## src/rtl/bk_pkg.sv

```systemverilog
// Shared helpers for the pipelined Brent-Kung adder: level count, level-to-stage
// mapping and the generate/propagate pair with its prefix combine operator.
package bk_pkg;

   typedef struct packed {
      logic g;
      logic p;
   } gp_t;

   function automatic int bk_levels(input int width);
      return 2 * $clog2(width) - 1;
   endfunction

   // Levels are dealt out as evenly as possible; earlier stages absorb the remainder.
   function automatic int bk_stage_of_level(input int level, input int nlevels, input int stages);
      int acc;
      int stage;
      logic found;
      acc   = 0;
      stage = stages - 1;
      found = 1'b0;
      for (int s = 0; s < stages; s++) begin
         acc = acc + nlevels / stages + ((s < nlevels % stages) ? 1 : 0);
         if (!found && level < acc) begin
            stage = s;
            found = 1'b1;
         end
      end
      return stage;
   endfunction

   function automatic gp_t gp_comb(input gp_t hi, input gp_t lo);
      gp_t r;
      r.g = hi.g | (hi.p & lo.g);
      r.p = hi.p & lo.p;
      return r;
   endfunction

endpackage

```

## src/rtl/bk_pipe_stage.sv

```systemverilog
// One pipeline register slice: a valid bit plus an opaque payload, with the
// bubble-collapsing advance rule (an empty slice always accepts).
module bk_pipe_stage #(
   parameter int DW = 8
) (
   input  logic          clk,
   input  logic          rst_n,
   input  logic          valid_i,
   input  logic [DW-1:0] data_i,
   input  logic          adv_next_i,
   output logic          valid_o,
   output logic [DW-1:0] data_o,
   output logic          adv_o
);

   logic          valid_q, valid_d;
   logic [DW-1:0] data_q, data_d;

   assign adv_o = !valid_q || adv_next_i;

   always_comb begin
      valid_d = valid_q;
      data_d  = data_q;
      if (adv_o) begin
         valid_d = valid_i;
         if (valid_i) data_d = data_i;
      end
   end

   always_ff @(posedge clk) begin
      if (!rst_n) begin
         valid_q <= 1'b0;
         data_q  <= '0;
      end else begin
         valid_q <= valid_d;
         data_q  <= data_d;
      end
   end

   assign valid_o = valid_q;
   assign data_o  = data_q;

endmodule

```

## src/rtl/bk_adder_pipe.sv

```systemverilog
// Pipelined Brent-Kung adder/subtractor with valid/ready on both sides.
// The carry-in is combined with the group (G,P) after the last stage, acting as bit -1.
module bk_adder_pipe
   import bk_pkg::*;
#(
   parameter int WIDTH  = 12,
   parameter int STAGES = 3
) (
   input  logic             clk,
   input  logic             rst_n,
   input  logic             in_valid,
   output logic             in_ready,
   input  logic [WIDTH-1:0] in_a,
   input  logic [WIDTH-1:0] in_b,
   input  logic             in_cin,
   input  logic             in_sub,
   output logic             out_valid,
   input  logic             out_ready,
   output logic [WIDTH-1:0] out_sum,
   output logic             out_cout,
   output logic             out_ovf
);

   localparam int LOG     = $clog2(WIDTH);
   localparam int NLEVELS = bk_levels(WIDTH);

   typedef gp_t [WIDTH-1:0] gpv_t;

   typedef struct packed {
      logic             c0;
      logic [WIDTH-1:0] p0;
      gpv_t             gp;
   } pay_t;

   localparam int DW = $bits(pay_t);

   // Up-sweep for lvl < LOG, then the down-sweep fills in the remaining prefixes.
   function automatic gpv_t bk_level(input gpv_t v, input int lvl);
      gpv_t r;
      int   span;
      r = v;
      if (lvl < LOG) begin
         span = 1 << lvl;
         for (int i = 0; i < WIDTH; i++)
            if ((i + 1) % (2 * span) == 0) r[i] = gp_comb(v[i], v[i-span]);
      end else begin
         span = 1 << (2 * LOG - 2 - lvl);
         for (int i = 0; i < WIDTH; i++)
            if (((i + 1) % (2 * span) == span) && (i > span)) r[i] = gp_comb(v[i], v[i-span]);
      end
      return r;
   endfunction

   pay_t             pre;
   logic [WIDTH-1:0] b_eff;
   pay_t             st_q [STAGES];
   logic [STAGES-1:0] vld_in, vld_q;
   logic [STAGES:0]   adv;

   always_comb begin
      b_eff  = in_sub ? ~in_b : in_b;
      pre.c0 = in_sub | in_cin;
      pre.p0 = in_a ^ b_eff;
      for (int i = 0; i < WIDTH; i++) begin
         pre.gp[i].g = in_a[i] & b_eff[i];
         pre.gp[i].p = in_a[i] ^ b_eff[i];
      end
   end

   assign adv[STAGES] = out_ready;

   for (genvar k = 0; k < STAGES; k++) begin : g_stage
      pay_t src, nxt;

      if (k == 0) begin : g_head
         assign src       = pre;
         assign vld_in[k] = in_valid;
      end else begin : g_body
         assign src       = st_q[k-1];
         assign vld_in[k] = vld_q[k-1];
      end

      always_comb begin
         nxt = src;
         for (int l = 0; l < NLEVELS; l++)
            if (bk_stage_of_level(l, NLEVELS, STAGES) == k) nxt.gp = bk_level(nxt.gp, l);
      end

      bk_pipe_stage #(.DW(DW)) u_stage (
         .clk       (clk),
         .rst_n     (rst_n),
         .valid_i   (vld_in[k]),
         .data_i    (nxt),
         .adv_next_i(adv[k+1]),
         .valid_o   (vld_q[k]),
         .data_o    (st_q[k]),
         .adv_o     (adv[k])
      );
   end

   assign in_ready = adv[0] & rst_n;

   pay_t           last;
   logic [WIDTH:0] carry;

   assign last = st_q[STAGES-1];

   always_comb begin
      carry[0] = last.c0;
      for (int i = 0; i < WIDTH; i++)
         carry[i+1] = last.gp[i].g | (last.gp[i].p & last.c0);
   end

   assign out_valid = vld_q[STAGES-1];
   assign out_sum   = last.p0 ^ carry[WIDTH-1:0];
   assign out_cout  = carry[WIDTH];
   assign out_ovf   = carry[WIDTH] ^ carry[WIDTH-1];

endmodule

```

## config.mk

```make
export PLATFORM = sky130hd
export DESIGN_NAME = bk_adder_pipe
export DESIGN_NICKNAME = d
export VERILOG_FILES = /design/src/rtl/bk_pkg.sv /design/src/rtl/bk_pipe_stage.sv /design/src/rtl/bk_adder_pipe.sv
export SDC_FILE = /design/constraint.sdc
export NUM_CORES = 1
export LEC_CHECK = 0
export CAP_MARGIN = 20
export CELL_PAD_IN_SITES_DETAIL_PLACEMENT = 1
export CELL_PAD_IN_SITES_GLOBAL_PLACEMENT = 1
export CORE_MARGIN = 4
export CORE_UTILIZATION = 42
export DETAILED_ROUTE_END_ITERATION = 8
export GPL_TIMING_DRIVEN = 1
export PLACE_DENSITY_LB_ADDON = 0.12
export SLEW_MARGIN = 20
export SYNTH_ARGS = -nofsm -noshare
export SYNTH_HDL_FRONTEND = slang
export SYNTH_SLANG_ARGS = --single-unit
```

## constraint.sdc

```tcl
create_clock -name clk -period 2.9 [get_ports clk]
set_clock_uncertainty 0.1 [all_clocks]
set_input_delay 0.58 -clock clk [delete_from_list [all_inputs] [get_ports clk]]
set_output_delay 0.58 -clock clk [all_outputs]
set_load 0.05 [all_outputs]
```

==> impl_metrics.json, run 1 <==
{
  "die_h_um": 109.6,
  "post-route-worst-setup-slack_ns": 0.1882,
  "worstPathBufferInverterCount": 2,
  "met1_usage_pct": 24.73,
  "cts.reportedPaths.clkPinSlew_ns": 0.11,
  "crit_path_max_fanout": 9,
  "post-cts-setup-buffers": 0,
  "p_per_area_nw_per_um2": 518.3,
  "timing.final.max_slew_violations": 0,
  "area_delta_synth_final_pct": 16.59,
  "final_hold_viol_count": 0,
  "worstPathArrival_ns": 2.03,
  "antenna_found_initial": 0,
  "worst_path_dominant_cell_family": "buffers and inverters",
  "boundaryPins": 46,
  "drv_cap": 0,
  "max_frequency_ghz": 0.3688,
  "cts-buffers-inserted": 9,
  "ctsHoldBuffers": 0,
  "final_cell_count_no_fill": 676,
  "synth.net_count": 549,
  "grt_pass1_wl_um": 16540,
  "clk_root_buffer_cell": "sky130_fd_sc_hd__clkbuf_8",
  "drc_viols": 0,
  "fin_crit_sh_pct": 93.51,
  "grt_use_met3_pct": 2.349,
  "first_global_vias": 3403,
  "numPlacedInstances": 660,
  "timing.setup.critical_path_class": "flip-flop to output pin",
  "critical_path.endpoint_type": "output pin",
  "critical-path-slowest-cell": "sky130_fd_sc_hd__clkdlybuf4s50_1",
  "nNetsFinal": 581,
  "finalWeightedCongestion": 0.7979,
  "synthCells": 506,
  "hold_class": "flip-flop to flip-flop",
  "port-buffer-count": 45,
  "tritoncts": "built",
  "wl_per_cell_um": 14.03,
  "ctsResizeCount": 0,
  "timing_worst_slew_pin_value_ns": 0.5047,
  "viasPerCell": 4.865,
  "worst_setup_timing_slack_at_the_placement_stage_ns": 0.1026,
  "grt_overflow_total": 0,
  "final_layout_size_suffix_gt1_share_pct": 6.446,
  "initial_core_utilization_pct": 43.76,
  "insertedDiodeCount": 0,
  "place.detailed.hpwl_um": 6950,
  "setup-violations-final": 0,
  "worst_path_cell_chain": "buf_4 -> a21oi_1 -> xnor2_1 -> clkdlybuf4s50_1",
  "dr.first_iter.drc_count": 76,
  "die_span_in_x_um": 109.6,
  "fill_cells": 1197,
  "max_stage_delay_ns": 0.83,
  "globalRouteMet2Util_pct": 26.77,
  "synth.avg_cell_area_sq_um": 8.570,
  "result_of_the_run": "finished clean",
  "timing.critical_path.required_ns": 2.22,
  "final.min_clock_period_ns": 2.712,
  "most_used_layer_global_route": "met2",
  "core.rowCount": 36,
  "relSlewSlack_pct": 66.25,
  "grt_start_max_net_pins": 55,
  "grt.total_usage_pct": 17.13,
  "die_area_sq_um": 12020,
  "route.final.wire_length_um": 9481,
  "setup_tns_ns": 0,
  "post_synth_num_cell_types": 34,
  "vias": 3289,
  "power_leakage_nw": 1.875,
  "cp-start-kind": "flip-flop",
  "cts_sinks": 101,
  "clock_tree.htree_level_count": 3,
  "detail-route-antenna-nets": 0,
  "synth.yosys.seq_area_share_pct": 46.62,
  "ys_seq_elements": 101,
  "clk_latency_ns": 0.35,
  "netlist_area_sq_um": 4337,
  "core-area_sq_um": 9910,
  "vdd.ir_drop.worst_mv": 0.2134,
  "setup_repair_after_global_routing_missed_its_margin": "no",
  "postLayoutCoreUtil_pct": 51.02,
  "finalPower_mw": 2.620,
  "firstDrtPassIters": 4,
  "synthesis.yosys.warnings": 0,
  "cts-root-to-sink-buffers": 2
}
-- where the power goes --
group,total (mW),switching [mW],internal (mW)
combinational,0.321,0.177,0.144
sequential,1.47,0.0332,1.43
clock,0.832,0.507,0.325
total,2.62,0.718,1.90
-- worst min-delay path, stage by stage (launching register included) --
cell,delay [ns]
sky130_fd_sc_hd__dfxtp_1,0.32
sky130_fd_sc_hd__nand2_1,0.05
sky130_fd_sc_hd__a21boi_0,0.06
-- final cells by class --
class	instances	area, sq um	area share (%)
inverter	2	7.507	0.1485
timing repair buffer	56	540.5	10.69
clock inverter	7	56.30	1.114
sequential	101	2022	39.99
multi-input combinational	368	2140	42.32
clock buffer	9	123.9	2.450
tap	133	166.4	3.291
-- placed cells by master (no fill, tap or decap), drive strengths merged, types with 5 or more instances in the layout --
cell type,instances
and2,5
dfxtp,101
a21boi,85
buf,17
o211a,6
nand3,8
xor2,12
nor2,7
xnor2,12
a21o,5
clkdlybuf4s50,39
nand2,164
o21ai,6
a21oi,24
inv,6
ha,13
clkbuf,9
-- sequential cells by signal, indices dropped and copies added, names as in the netlist --
signal                   count
g_stage.u_stage.data_o      98
g_stage.u_stage.valid_o      3
-- routing by layer --
layer | vias up | wire length (um)
li1 | 1738 | -
met1 | 1505 | 5029
met2 | 44 | 4168
met3 | 2 | 245
met4 | 0 | 38
met5 | - | 0
-- cell families (layout without fill, tap and decap cells) --
logic type               Yosys count  in the layout  share of synthesized area [%]
AO/OA/AOI/OAI                    130            130                          21.24
XOR/XNOR                          24             24                          4.847
adder cells (fa/ha/maj)           13             13                          3.751
buffers and inverters             37             74                          4.039
flip-flops                       101            101                          46.62
multiplexers                       2              2                         0.4616
AND/OR/NAND/NOR                  199            199                          19.04
-- Yosys cell counts, drive strengths merged --
| cell | number | share of area, % |
|---|---|---|
| a211oi | 1 | 0.17 |
| xnor2 | 12 | 2.4 |
| dfxtp | 101 | 47 |
| a2111oi | 1 | 0.20 |
| nor2 | 7 | 0.61 |
| and4 | 1 | 0.20 |
| a21boi | 85 | 15 |
| nand4b | 1 | 0.35 |
| nand3 | 8 | 0.92 |
| nand4 | 4 | 0.58 |
| inv | 2 | 0.17 |
| a21oi | 24 | 2.9 |
| ha | 13 | 3.8 |
| nand4bb | 1 | 0.26 |
| buf | 20 | 2.6 |
| nor3 | 1 | 0.12 |
| nand2b | 1 | 0.14 |
| o21a | 2 | 0.35 |
| nor2b | 3 | 0.43 |
| nand2 | 164 | 14 |
| a21o | 5 | 0.87 |
| mux2i | 2 | 0.46 |
| and2 | 5 | 0.72 |
| o21ai | 6 | 0.69 |
| clkbuf | 15 | 1.3 |
| nor3b | 2 | 0.35 |
| nand3b | 1 | 0.17 |
| xor2 | 12 | 2.4 |
| o211a | 6 | 1.4 |
-- worst paths after layout --
path,from,end,slack (ns),cells past startpoint
max,g_stage[2].u_stage.data_o[36]$_SDFFE_PN0P_,out_sum[7],0.19,4
min,g_stage[1].u_stage.data_o[33]$_SDFFE_PN0P_,g_stage[2].u_stage.data_o[33]$_SDFFE_PN0P_,0.36,2
max reg2reg,g_stage[1].u_stage.valid_o$_SDFFE_PN0P_,g_stage[0].u_stage.data_o[34]$_SDFFE_PN0P_,1.11,5
min reg2reg,g_stage[1].u_stage.data_o[33]$_SDFFE_PN0P_,g_stage[2].u_stage.data_o[33]$_SDFFE_PN0P_,0.36,2
-- stage by stage --
step / cell area [sq um] / hold slack (ns)
after CTS: 5056 / 0.3683
after global placement: 4876 / 0.3468
final: 5056 / 0.3604
after floorplan: 4337 / 0.3261
after global routing: 5056 / 0.3814
after detailed placement: 4876 / 0.3538
Note: power is estimated with default switching activity, not from simulation.
==> inputs of run 2 (changes only) <==
Settings changed: SKIP_LAST_GASP set to 1.
==> results of run 2 <==
The final DEF is identical to that of run 1; final timing and power are the same.
